===== src/rtl/cv32e40p_ft_error_monitor.sv =====
// Per-lane TMR voter error monitor: saturating corrected-error totals, a leaky bucket per lane
// to separate transient upsets from permanent replica faults, a sticky fatal flag and a new-fault irq.
module cv32e40p_ft_error_monitor #(
    parameter int N_UNITS = 4,
    parameter int CNT_W   = 8,
    parameter int THRESH  = 4,
    parameter int WINDOW  = 1024
) (
    input  logic                       clk,
    input  logic                       rst,
    input  logic [N_UNITS-1:0]         valid_i,
    input  logic [N_UNITS-1:0]         error_correct_i,
    input  logic [N_UNITS-1:0]         error_detected_i,
    input  logic                       clear_i,
    input  logic [$clog2(N_UNITS)-1:0] rd_sel_i,
    output logic [CNT_W-1:0]           rd_count_o,
    output logic [N_UNITS-1:0]         perm_fault_o,
    output logic                       fatal_o,
    output logic                       irq_o
);

    localparam int WIN_W = $clog2(WINDOW);
    localparam logic [CNT_W-1:0] CNT_MAX  = '1;
    localparam logic [CNT_W-1:0] CNT_ONE  = CNT_W'(1);
    localparam logic [CNT_W-1:0] THR      = CNT_W'(THRESH);
    localparam logic [WIN_W-1:0] WIN_LAST = WIN_W'(WINDOW - 1);
    localparam logic [WIN_W-1:0] WIN_ONE  = WIN_W'(1);

    logic [CNT_W-1:0]   tot_q [N_UNITS];
    logic [CNT_W-1:0]   tot_d [N_UNITS];
    logic [CNT_W-1:0]   bkt_q [N_UNITS];
    logic [CNT_W-1:0]   bkt_d [N_UNITS];
    logic [WIN_W-1:0]   win_q, win_d;
    logic [N_UNITS-1:0] corr_ev, det_ev;
    logic [N_UNITS-1:0] perm_q, perm_d;
    logic               fatal_q, fatal_d;
    logic               irq_q, irq_d;
    logic               leak;

    always_comb begin
        leak    = (win_q == WIN_LAST);
        win_d   = leak ? '0 : win_q + WIN_ONE;
        corr_ev = valid_i & error_correct_i & ~error_detected_i;
        det_ev  = valid_i & error_detected_i;
        perm_d  = perm_q;
        for (int u = 0; u < N_UNITS; u++) begin
            tot_d[u] = tot_q[u];
            bkt_d[u] = bkt_q[u];
            if (corr_ev[u] && tot_q[u] != CNT_MAX) begin
                tot_d[u] = tot_q[u] + CNT_ONE;
            end
            // A correction coinciding with a leak cancels out and leaves the bucket unchanged.
            if (corr_ev[u] && !leak && bkt_q[u] != CNT_MAX) begin
                bkt_d[u] = bkt_q[u] + CNT_ONE;
            end else if (!corr_ev[u] && leak && bkt_q[u] != '0) begin
                bkt_d[u] = bkt_q[u] - CNT_ONE;
            end
            if (bkt_d[u] >= THR) begin
                perm_d[u] = 1'b1;
            end
        end
        fatal_d = fatal_q | (|det_ev);
        irq_d   = (|(perm_d & ~perm_q)) | (fatal_d & ~fatal_q);
    end

    always_ff @(posedge clk or posedge rst) begin
        if (rst) begin
            for (int u = 0; u < N_UNITS; u++) begin
                tot_q[u] <= '0;
                bkt_q[u] <= '0;
            end
            win_q   <= '0;
            perm_q  <= '0;
            fatal_q <= 1'b0;
            irq_q   <= 1'b0;
        end else if (clear_i) begin
            for (int u = 0; u < N_UNITS; u++) begin
                tot_q[u] <= '0;
                bkt_q[u] <= '0;
            end
            win_q   <= '0;
            perm_q  <= '0;
            fatal_q <= 1'b0;
            irq_q   <= 1'b0;
        end else begin
            for (int u = 0; u < N_UNITS; u++) begin
                tot_q[u] <= tot_d[u];
                bkt_q[u] <= bkt_d[u];
            end
            win_q   <= win_d;
            perm_q  <= perm_d;
            fatal_q <= fatal_d;
            irq_q   <= irq_d;
        end
    end

    // Selects beyond the last lane read as zero.
    always_comb begin
        rd_count_o = '0;
        if (32'(rd_sel_i) < N_UNITS) begin
            rd_count_o = tot_q[rd_sel_i];
        end
    end

    assign perm_fault_o = perm_q;
    assign fatal_o      = fatal_q;
    assign irq_o        = irq_q;

endmodule


===== config.mk =====
export PLATFORM = sky130hd
export DESIGN_NAME = cv32e40p_ft_error_monitor
export DESIGN_NICKNAME = d
export VERILOG_FILES = /design/src/rtl/cv32e40p_ft_error_monitor.sv
export SDC_FILE = /design/constraint.sdc
export NUM_CORES = 1
export LEC_CHECK = 0
export ABC_CLOCK_PERIOD_IN_PS = 2400
export BUFFER_PORTS_ARGS = -buffer_cell sky130_fd_sc_hd__clkbuf_2
export CAP_MARGIN = 5
export CELL_PAD_IN_SITES_DETAIL_PLACEMENT = 2
export CELL_PAD_IN_SITES_GLOBAL_PLACEMENT = 2
export CORE_AREA = 2 2 125 127
export CTS_CLUSTER_SIZE = 25
export DETAILED_ROUTE_END_ITERATION = 7
export DIE_AREA = 0 0 127 129
export GPL_TIMING_DRIVEN = 1
export HOLD_SLACK_MARGIN = 0.15
export PLACE_DENSITY = 0.73
export SLEW_MARGIN = 30
export SYNTH_ARGS = -nofsm -noshare
export SYNTH_HDL_FRONTEND = slang
export SYNTH_SLANG_ARGS = --single-unit

===== constraint.sdc =====
create_clock -name clk -period 2.4 [get_ports clk]
set_input_delay 0.24 -clock clk [delete_from_list [all_inputs] [get_ports clk]]
set_output_delay 0.24 -clock clk [all_outputs]
set_load 0.02 [all_outputs]

==> results.cfg, run 1 <==
[floorplan]
die_y_microns = 129
core_area_sq_um = 15000
io-pin-count = 31
dieArea_sq_um = 16400
die_width_microns = 127
start_util_pct = 34.7
fp-row-count = 45

[drt]
totalWireLength_microns = 26000
dr_total_vias = 5594
wire_per_inst_microns = 28.1
via_per_inst = 6.03
drt_pass1_iterations = 5
first_iter_violations = 449
drc = 0
ant_nets = 0

[synth]
synth_cells = 553
syn-cell-area_sq_um = 5200
yosysSeqAreaShare_pct = 38.5
synth_edf_count = 0
ys_seq_elements = 80
yosys_warnings = 0
synth_ff_type = dfrtp_1
synth_area_leader_cell = dfrtp_1
postSynth.asyncResetShare_pct = 100
yosys.area.top_type_share_pct = 38.5
synth_cell_type_count = 75
synth.avg_cell_area_sq_um = 9.40
synth_nets = 587
yosys-top-cells-area = dfrtp_1, nor2_1, xor2_1

[placement]
place_ws_ns = -0.288
place.gp.congestion = 0.876
placedCellCount = 876
hpwl_microns = 14300
io_buffers = 30

[worst_hold_path]
hold_path_class = primary input to flip-flop
min_path_cells = 3

[sta]
slew_headroom_pct = 47.1
tightest_slew_ns = 0.794
rsz0062_at_grt = yes
finalSetupTns_ns = -1.88
slew_violations = 0
final.min_clock_period_ns = 2.93
fin_ws_ns = -0.533
hold_viol_final = 0
fmaxAchievable_mhz = 341
finalClockSkew_ns = 0.0102
setup_viol = 8
fin_crit_sh_pct = 122

[power]
power_uw = 3190
p_leak_uw = 0.00337
irDropWorstVdd_mv = 0.261
p_per_area_nw_per_um2 = 423

[grt]
grt_use_total_pct = 28.1
grt_overflow = 0
grt_max_degree = 65
grt_pass1_vias = 6110
antenna_found_initial = 0
grt_pass1_wl_microns = 35500

[finish]
final_common_cell = buf_4
mostFrequentLayoutCells = buf_4, dfrtp_1, nor2_1
fin_util_pct = 50.3
drive_gt1_share_pct = 42.0
fillCellCount = 1519
final_nets = 769
layout.cells.non_filler = 928
area_delta_synth_final_pct = 44.8
insertedDiodeCount = 0

[worst_setup_path]
critPathCaptureType = flip-flop
worstSetupStartpointType = flip-flop
critPathMaxFanout = 3
reg2reg_slack_ns = -0.53
path_class = flip-flop to flip-flop
r2r_cells = 9
critical_path_arrival_ns = 3.12
required_ns = 2.59
worstPathCellList = inv_1 > ha_4 > or3b_4 > o211ai_1 > o22ai_1 > xnor2_1 > nand4bb_1 > o41ai_2 > a41oi_2
cpPeakStageDelay_ns = 0.47
cpMaxStageDelayCell = o41ai_2

[cts]
clkTransAtPathRegs_ns = 0.07
htree_levels = 3
cts_root_buffer = clkbuf_16
clk_latency_ns = 0.36
cts_sinks = 80
cts_tree = done
cts_buffers = 9
clockBufferDepth = 2

[status]
violations = negative setup slack
status = complete, but fails checks

[run]
cap_violations = 0
Yosys cell counts (all sizes together) (6+ instances only):
master	n
nand3	27
clkbuf	11
buf	9
mux4	8
inv	20
nor2	65
and2	13
xor2	26
dfrtp	80
nand3b	6
or3	16
nand4	24
nor3	32
nand2	28
a21oi	18
o21ai	22
xnor2	15
ha	17
mux2i	9
and4	8
nor4	10
and3	20
logic make-up after synthesis:
family / synth area share [%]
simple gates: 29.0
fa+ha+maj: 4.09
mux: 5.85
buf+inv: 3.90
flops: 38.5
xor+xnor: 6.91
compound gates: 11.7
state kept, by name, summed over array words and instances, names as in the netlist:
register,count
win_q,10
bkt_q,32
irq_o,1
fatal_o,1
perm_fault_o,4
tot_q,32
through the flow:
| step | cell area, sq um | hold slack (ns) |
|---|---|---|
| after detailed placement | 6430 | 0.311 |
| final | 7530 | 0.288 |
| after floorplan | 5220 | 0.457 |
| after global routing | 7530 | 0.341 |
| after global placement | 6430 | 0.303 |
| after CTS | 7090 | 0.300 |
final timing paths:
check,startpoint,end
setup reg to reg,bkt_q[24],irq_o
hold / removal,valid_i[0],fatal_o
max in group asynchronous,rst,tot_q[5]
setup / recovery,bkt_q[24],irq_o
min in group asynchronous,rst,bkt_q[25]
hold reg to reg,perm_fault_o[2],perm_fault_o[2]
power breakdown:
group / switching, uW / internal (uW)
Combinational: 222 / 159
Sequential: 23.3 / 1370
Clock: 671 / 744
Total: 917 / 2270
timing repair:
item | in CTS | in global routing
hold buffers | 1 | 0
endpoints found under the hold margin | 26 | 0
pin swaps | 24 | 29
setup endpoints to repair | 6 | 8
gates resized for setup | 57 | 59
cloned | 0 | 0
setup buffers | 16 | 21
layer usage:
| metal | track usage [%] | vias to the layer above | part of all wire (%) |
|---|---|---|---|
| li1 | - | 2410 | - |
| met4 | 11.1 | 0 | 4.1 |
| met3 | 3.20 | 81 | 3.5 |
| met5 | 0 | - | 0 |
| met1 | 32.9 | 2913 | 39 |
| met2 | 52.6 | 190 | 53 |
final cells by class:
cell class	count	area (sq um)	share of cell area [%]
Multi-Input combinational cell	433	3500	46.6
Sequential cell	80	2000	26.6
Clock inverter	6	50.0	0.665
Clock buffer	10	239	3.17
Tap cell	188	235	3.12
Inverter	20	76.3	1.01
Timing Repair Buffer	191	1420	18.8
worst max-delay path: cells and delay by family (launching register included):
| family | cells | cell delay (ns) |
|---|---|---|
| buffers and inverters | 1 | 0.15 |
| DFF | 1 | 0.40 |
| and+or+nand+nor | 2 | 0.66 |
| AOI/OAI and AO/OA | 4 | 1.17 |
| adders and majority gates | 1 | 0.15 |
| xor gates and xnor gates | 1 | 0.22 |
(Power assumes the default switching activity.)
==> run 2, diff against run 1 <==
Settings changed: CORE_AREA 2 2 125 127 to 2 2 122 124, CTS_BUF_LIST set to sky130_fd_sc_hd__clkbuf_8, DIE_AREA 0 0 127 129 to 0 0 124 126, HOLD_SLACK_MARGIN 0.15 to 0.08, PLACE_DENSITY 0.73 to 0.76.
==> run 2 against run 1 <==
  * The run still ends with negative setup slack left
  * Non-clock buffer count is 7 lower
  * Largest power group is now sequential cells
  * Clock power shrank 15%
  * Critical path depth increased by 2
  * Power down 6.3%
  * Cell area fell by 2.8%
  * Sequential power about the same
  * Combinational power is 4% higher
  * Wire length grew 4.4%
  * Clock skew grew 0.0080 ns
==> results.cfg, run 2 (same netlist as run 1, synthesis figures left out) <==
[sta]
finalClockSkew_ns = 0.0182
finalSetupTns_ns = -2.30
fin_ws_ns = -0.495
fmaxAchievable_mhz = 345
rsz0062_at_grt = yes
hold_viol_final = 0
final.min_clock_period_ns = 2.89
slew_violations = 0
tightest_slew_ns = 0.845
setup_viol = 10
slew_headroom_pct = 43.6
fin_crit_sh_pct = 121

[cts]
cts_tree = done
htree_levels = 3
clk_latency_ns = 0.41
cts_buffers = 9
cts_sinks = 80
clkTransAtPathRegs_ns = 0.10
clockBufferDepth = 2
cts_root_buffer = clkbuf_8

[worst_setup_path]
critPathCaptureType = flip-flop
path_class = flip-flop to flip-flop
critical_path_arrival_ns = 3.18
worstSetupStartpointType = flip-flop
r2r_cells = 11
reg2reg_slack_ns = -0.49
required_ns = 2.68
critPathMaxFanout = 3

[worst_hold_path]
hold_path_class = primary input to flip-flop
min_path_cells = 3

[power]
power_switching_uw = 909
pwr-share-seq_pct = 46.5
clockPowerShare_pct = 40.2
p_int_uw = 2070
p_per_area_nw_per_um2 = 408
switching_share_pct = 30.5
combPwrFrac_pct = 13.3
p_leak_uw = 0.00331
irDropWorstVdd_mv = 0.230

[finish]
area_delta_synth_final_pct = 40.8
mostFrequentLayoutCells = buf_4, dfrtp_1, nor2_1
final_common_cell = buf_4
insertedDiodeCount = 0
final_nets = 762
fillCellCount = 1498
multiInputGateArea_sq_um = 3430
seqCellArea_sq_um = 2000
top_regs = bkt_q: 32 flops, tot_q: 32 flops, win_q: 10 flops
fin_util_pct = 51.1
drive_gt1_share_pct = 39.8

[status]
violations = negative setup slack
status = complete, but fails checks

[drt]
ant_nets = 0
totalWireLength_microns = 27200
dr_total_vias = 5777
first_iter_violations = 445
via_per_inst = 6.30
drc = 0
drt_pass1_iterations = 5
wire_per_inst_microns = 29.6

[floorplan]
core_area_sq_um = 14300
die_width_microns = 124
die_y_microns = 126
io-pin-count = 31
start_util_pct = 36.3
dieArea_sq_um = 15600
fp-row-count = 44

[grt]
grt_pass1_vias = 6321
grt_max_degree = 65
grt_use_total_pct = 30.8
grt_pass1_wl_microns = 36200
grt_overflow = 0
antenna_found_initial = 0
gr-usage-met2_pct = 54.2
grtUsageMet3_pct = 5.34
use_met1_pct = 34.9
top_usage_layer = met2

[run]
cap_violations = 0

[placement]
io_buffers = 30
hpwl_microns = 14800
place.gp.congestion = 0.836
==> run 2: cell count changes in the layout (fill, tap and decap cells not counted), moves of 2 or more <==
cell,before,now
and4_1,2,4
buf_4,147,140
clkbuf_16,9,0
clkbuf_8,1,11
dfrtp_1,78,80
dfrtp_2,2,0
inv_6,3,1
nor2_2,2,0
nor2_4,0,2
nor3_1,23,25
nor3_2,7,4
o21ai_0,14,16
o21ai_2,5,2
o22ai_4,2,0
==> run 2: worst paths after layout <==
path | start | endpoint
setup / recovery | bkt_q[24] | perm_fault_o[0]
hold / removal | valid_i[1] | fatal_o
setup reg to reg | bkt_q[24] | perm_fault_o[0]
hold reg to reg | fatal_o | fatal_o
max in group asynchronous | rst | tot_q[14]
min in group asynchronous | rst | win_q[9]
==> run 2: through the flow <==
stage / instances / total power (uW) / setup slack (ns) / hold slack (ns) / area, sq um
global route: 917 / 3070 / -0.541 / 0.243 / 7320
global placement: 869 / 1700 / -0.189 / 0.371 / 6400
finish: 917 / 2980 / -0.495 / 0.256 / 7320
detailed placement: 869 / 1730 / -0.313 / 0.387 / 6400
floorplan: 553 / 1570 / 0.0177 / 0.457 / 5220
CTS: 905 / 2880 / -0.188 / 0.257 / 6990
==> run 2: worst max-delay path, cell delays in order (launching register included) <==
cell and delay, ns:
dfrtp_1 0.42, buf_4 0.14, buf_4 0.13, ha_1 0.25, nand4_1 0.19, or4b_4 0.53
buf_4 0.17, o32ai_4 0.16, buf_6 0.15, xnor2_2 0.14, nand2b_1 0.15, o41a_1 0.34
==> run 2: metal layers <==
metal  vias up  share of wire [%]
met5         -                  0
met4         0                5.8
met3       121                5.0
met2       288                 52
met1      2972                 38
li1       2396                  -
==> run 2: final cells by class <==
cell class | count | area share (%)
clock inverter | 5 | 0.872
clock buffer | 11 | 2.07
timing repair buffer | 184 | 18.7
multi-input combinational | 433 | 46.9
sequential | 80 | 27.3
tap | 184 | 3.14
inverter | 20 | 1.04
==> run 2: power by group through the flow <==
stage | Combinational (uW) | Sequential (uW) | Clock (uW)
finish | 397 | 1390 | 1200
global route | 419 | 1390 | 1260
CTS | 346 | 1390 | 1150
detailed placement | 314 | 1410 | 0
global placement | 294 | 1410 | 0
floorplan | 160 | 1410 | 0
==> run 2: repair_timing <==
action	in CTS	in global routing
setup buffers	19	13
hold buffers	1	0
gates cloned	0	0
gates resized for setup	49	46
pin swaps	21	26
endpoints found under the setup margin	7	9
hold endpoints to repair	37	0
==> run 3, diff against run 2 <==
Settings changed: ABC_AREA set to 1, CORE_AREA 2 2 122 124 to 2 2 134 136, DIE_AREA 0 0 124 126 to 0 0 136 138, PLACE_DENSITY 0.76 to 0.75.
==> run 3 against run 2 <==
  * The flow now finishes without violations
  * Sequential cell count unchanged
  * Cell area decreased by 11%
  * Die area increased by 20%
  * Wire length decreased by 30%
  * Worst setup slack improved by 0.58 ns
  * Utilization decreased by 14 points
  * Highest routed layer unchanged
==> results.cfg, run 3 <==
[sta]
setup_viol = 0
rsz0062_at_grt = yes
final.min_clock_period_ns = 2.32
slew_headroom_pct = 60.5
hold_viol_final = 0
slew_violations = 0
fin_ws_ns = 0.0843
fin_crit_sh_pct = 96.5
tightest_slew_ns = 0.592
fmaxAchievable_mhz = 432
finalSetupTns_ns = 0
finalClockSkew_ns = 0.00931

[placement]
hpwl_microns = 14100
place.gp.congestion = 0.834
io_buffers = 30
place_ws_ns = -0.0514

[cts]
clk_latency_ns = 0.38
clkTransAtPathRegs_ns = 0.09
cts_sinks = 80
cts_root_buffer = clkbuf_8
clockBufferDepth = 2
cts_buffers = 9
htree_levels = 3
cts_tree = done

[drt]
ant_nets = 0
wl_met1_microns = 8210
via_per_inst = 5.11
wl_met3_microns = 426
dr_total_vias = 5603
totalWireLength_microns = 18900
first_iter_violations = 253
wl_met2_microns = 10100
drt_pass1_iterations = 4
top_layer = met4
wire_per_inst_microns = 17.3
drc = 0

[grt]
grt_pass1_vias = 6133
grt_max_degree = 81
antenna_found_initial = 0
grt_overflow = 0
grt_use_total_pct = 20.6
grt_pass1_wl_microns = 30800

[worst_setup_path]
reg2reg_slack_ns = 0.08
cpMaxStageDelayCell = dfrtp_1
critPathCaptureType = flip-flop
path_class = flip-flop to flip-flop
worstPathCellList = ha_4 > nand2_4 > nor2_4 > nand3_4 > buf_12 > nor2_4 > nand2_2 > nand2_1 > nand3_2 > nand2_2 > nand2_1 > inv_1 > nand3_2 > nand2_1 > nand3_2 > nor2_2 > nor2_1
critical_path_arrival_ns = 2.56
critPathMaxFanout = 6
required_ns = 2.64
r2r_cells = 17
cpPeakStageDelay_ns = 0.41
worstSetupStartpointType = flip-flop

[finish]
drive_gt1_share_pct = 16.1
top_regs = bkt_q: 32 flops, tot_q: 32 flops, win_q: 10 flops
final_common_cell = nand2_1
insertedDiodeCount = 0
area_delta_synth_final_pct = 18.3
mostFrequentLayoutCells = nand2_1, nor2_1, inv_1
fin_util_pct = 37.1
final_nets = 896

[floorplan]
core_area_sq_um = 17500
io-pin-count = 31
dieArea_sq_um = 18800
die_width_microns = 136
fp-row-count = 49
die_y_microns = 138
start_util_pct = 31.3

[run]
cap_violations = 0

[worst_hold_path]
min_path_cells = 4
hold_path_class = primary input to flip-flop

[synth]
synth_area_leader_cell = dfrtp_1
ys_seq_elements = 80
synth_cells = 806
synth_ff_type = dfrtp_1
ys_top_cells_by_count = nand2_1, nor2_1, inv_1
synth_nets = 840
yosysSeqAreaShare_pct = 36.5
postSynth.asyncResetShare_pct = 100
syn-cell-area_sq_um = 5490
synth.most_common_cell = nand2_1
synth_cell_type_count = 39
synth_edf_count = 0
synth.avg_cell_area_sq_um = 6.81
yosys.area.top_type_share_pct = 36.5
yosys_warnings = 0
yosys-top-cells-area = dfrtp_1, nand2_1, nor2_1

[power]
p_per_area_nw_per_um2 = 452
power_uw = 2940
p_leak_uw = 0.00327
irDropWorstVdd_mv = 0.209

[status]
status = completed
run 3: cell count changes after synthesis, sizes merged, moves of 29 or more:
| cell | delta |
|---|---|
| o21ai | +29 |
| nand2 | +179 |
| nor2 | +55 |
| inv | +85 |
| a21oi | +44 |
| nand3 | +44 |
run 3: critical path, delay by kind of cell, from the launching register on:
| kind | cells | cell delay [ns] |
|---|---|---|
| simple gates | 14 | 1.34 |
| flops | 1 | 0.41 |
| fa+ha+maj | 1 | 0.17 |
| buf+inv | 2 | 0.24 |
run 3: cells by family (layout without fill, tap and decap cells):
family          Yosys count  in the layout  synth area share (%)
compound gates          127            127                  12.4
xor+xnor                 20             20                  3.19
fa+ha+maj                17             17                  3.87
buf+inv                 123            183                  8.75
flops                    80             80                  36.5
simple gates            439            440                  35.3
run 3: worst paths after layout:
kind	start	endpoint
worst max-delay path	win_q[1]	irq_o
worst min-delay path	valid_i[0]	fatal_o
worst max register to register	win_q[1]	irq_o
worst min register to register	bkt_q[16]	bkt_q[16]
max in group asynchronous	rst	bkt_q[16]
min in group asynchronous	rst	bkt_q[11]
run 3: layer usage:
layer  vias to the layer above  GRT usage [%]
li1                       2702              -
met1                      2833           25.1
met2                        53           37.6
met3                        15           3.15
met4                         0           4.93
met5                         -              0
run 3: layout make-up:
| class | count | area (sq um) |
|---|---|---|
| Fill cell | 2134 | 11000 |
| Clock inverter | 7 | 72.6 |
| Multi-Input combinational cell | 604 | 3180 |
| Timing Repair Buffer | 61 | 434 |
| Sequential cell | 80 | 2000 |
| Clock buffer | 9 | 124 |
| Inverter | 106 | 402 |
| Tap cell | 229 | 287 |
run 3: report_power, final:
group / switching (uW) / total (uW) / internal [uW]
Clock: 563 / 1050 / 483
Sequential: 39.5 / 1420 / 1380
Combinational: 317 / 475 / 159
Total: 919 / 2940 / 2020
run 3: what timing repair did:
action	4_1_cts	5_1_grt
cloned	0	1
endpoints found under the setup margin	1	4
buffers inserted	4	10
hold buffers	1	0
resized for setup	1	49
pin swaps	2	22
endpoints found under the hold margin	80	0
run 3: through the flow:
| step | hold WS (ns) | instances | area (sq um) |
|---|---|---|---|
| 2_1_floorplan | 0.450 | 806 | 5490 |
| 6_report | 0.300 | 1096 | 6500 |
| 3_3_place_gp | 0.364 | 1064 | 6000 |
| 5_1_grt | 0.326 | 1096 | 6500 |
| 4_1_cts | 0.288 | 1085 | 6240 |
| 3_5_place_dp | 0.372 | 1064 | 6000 |
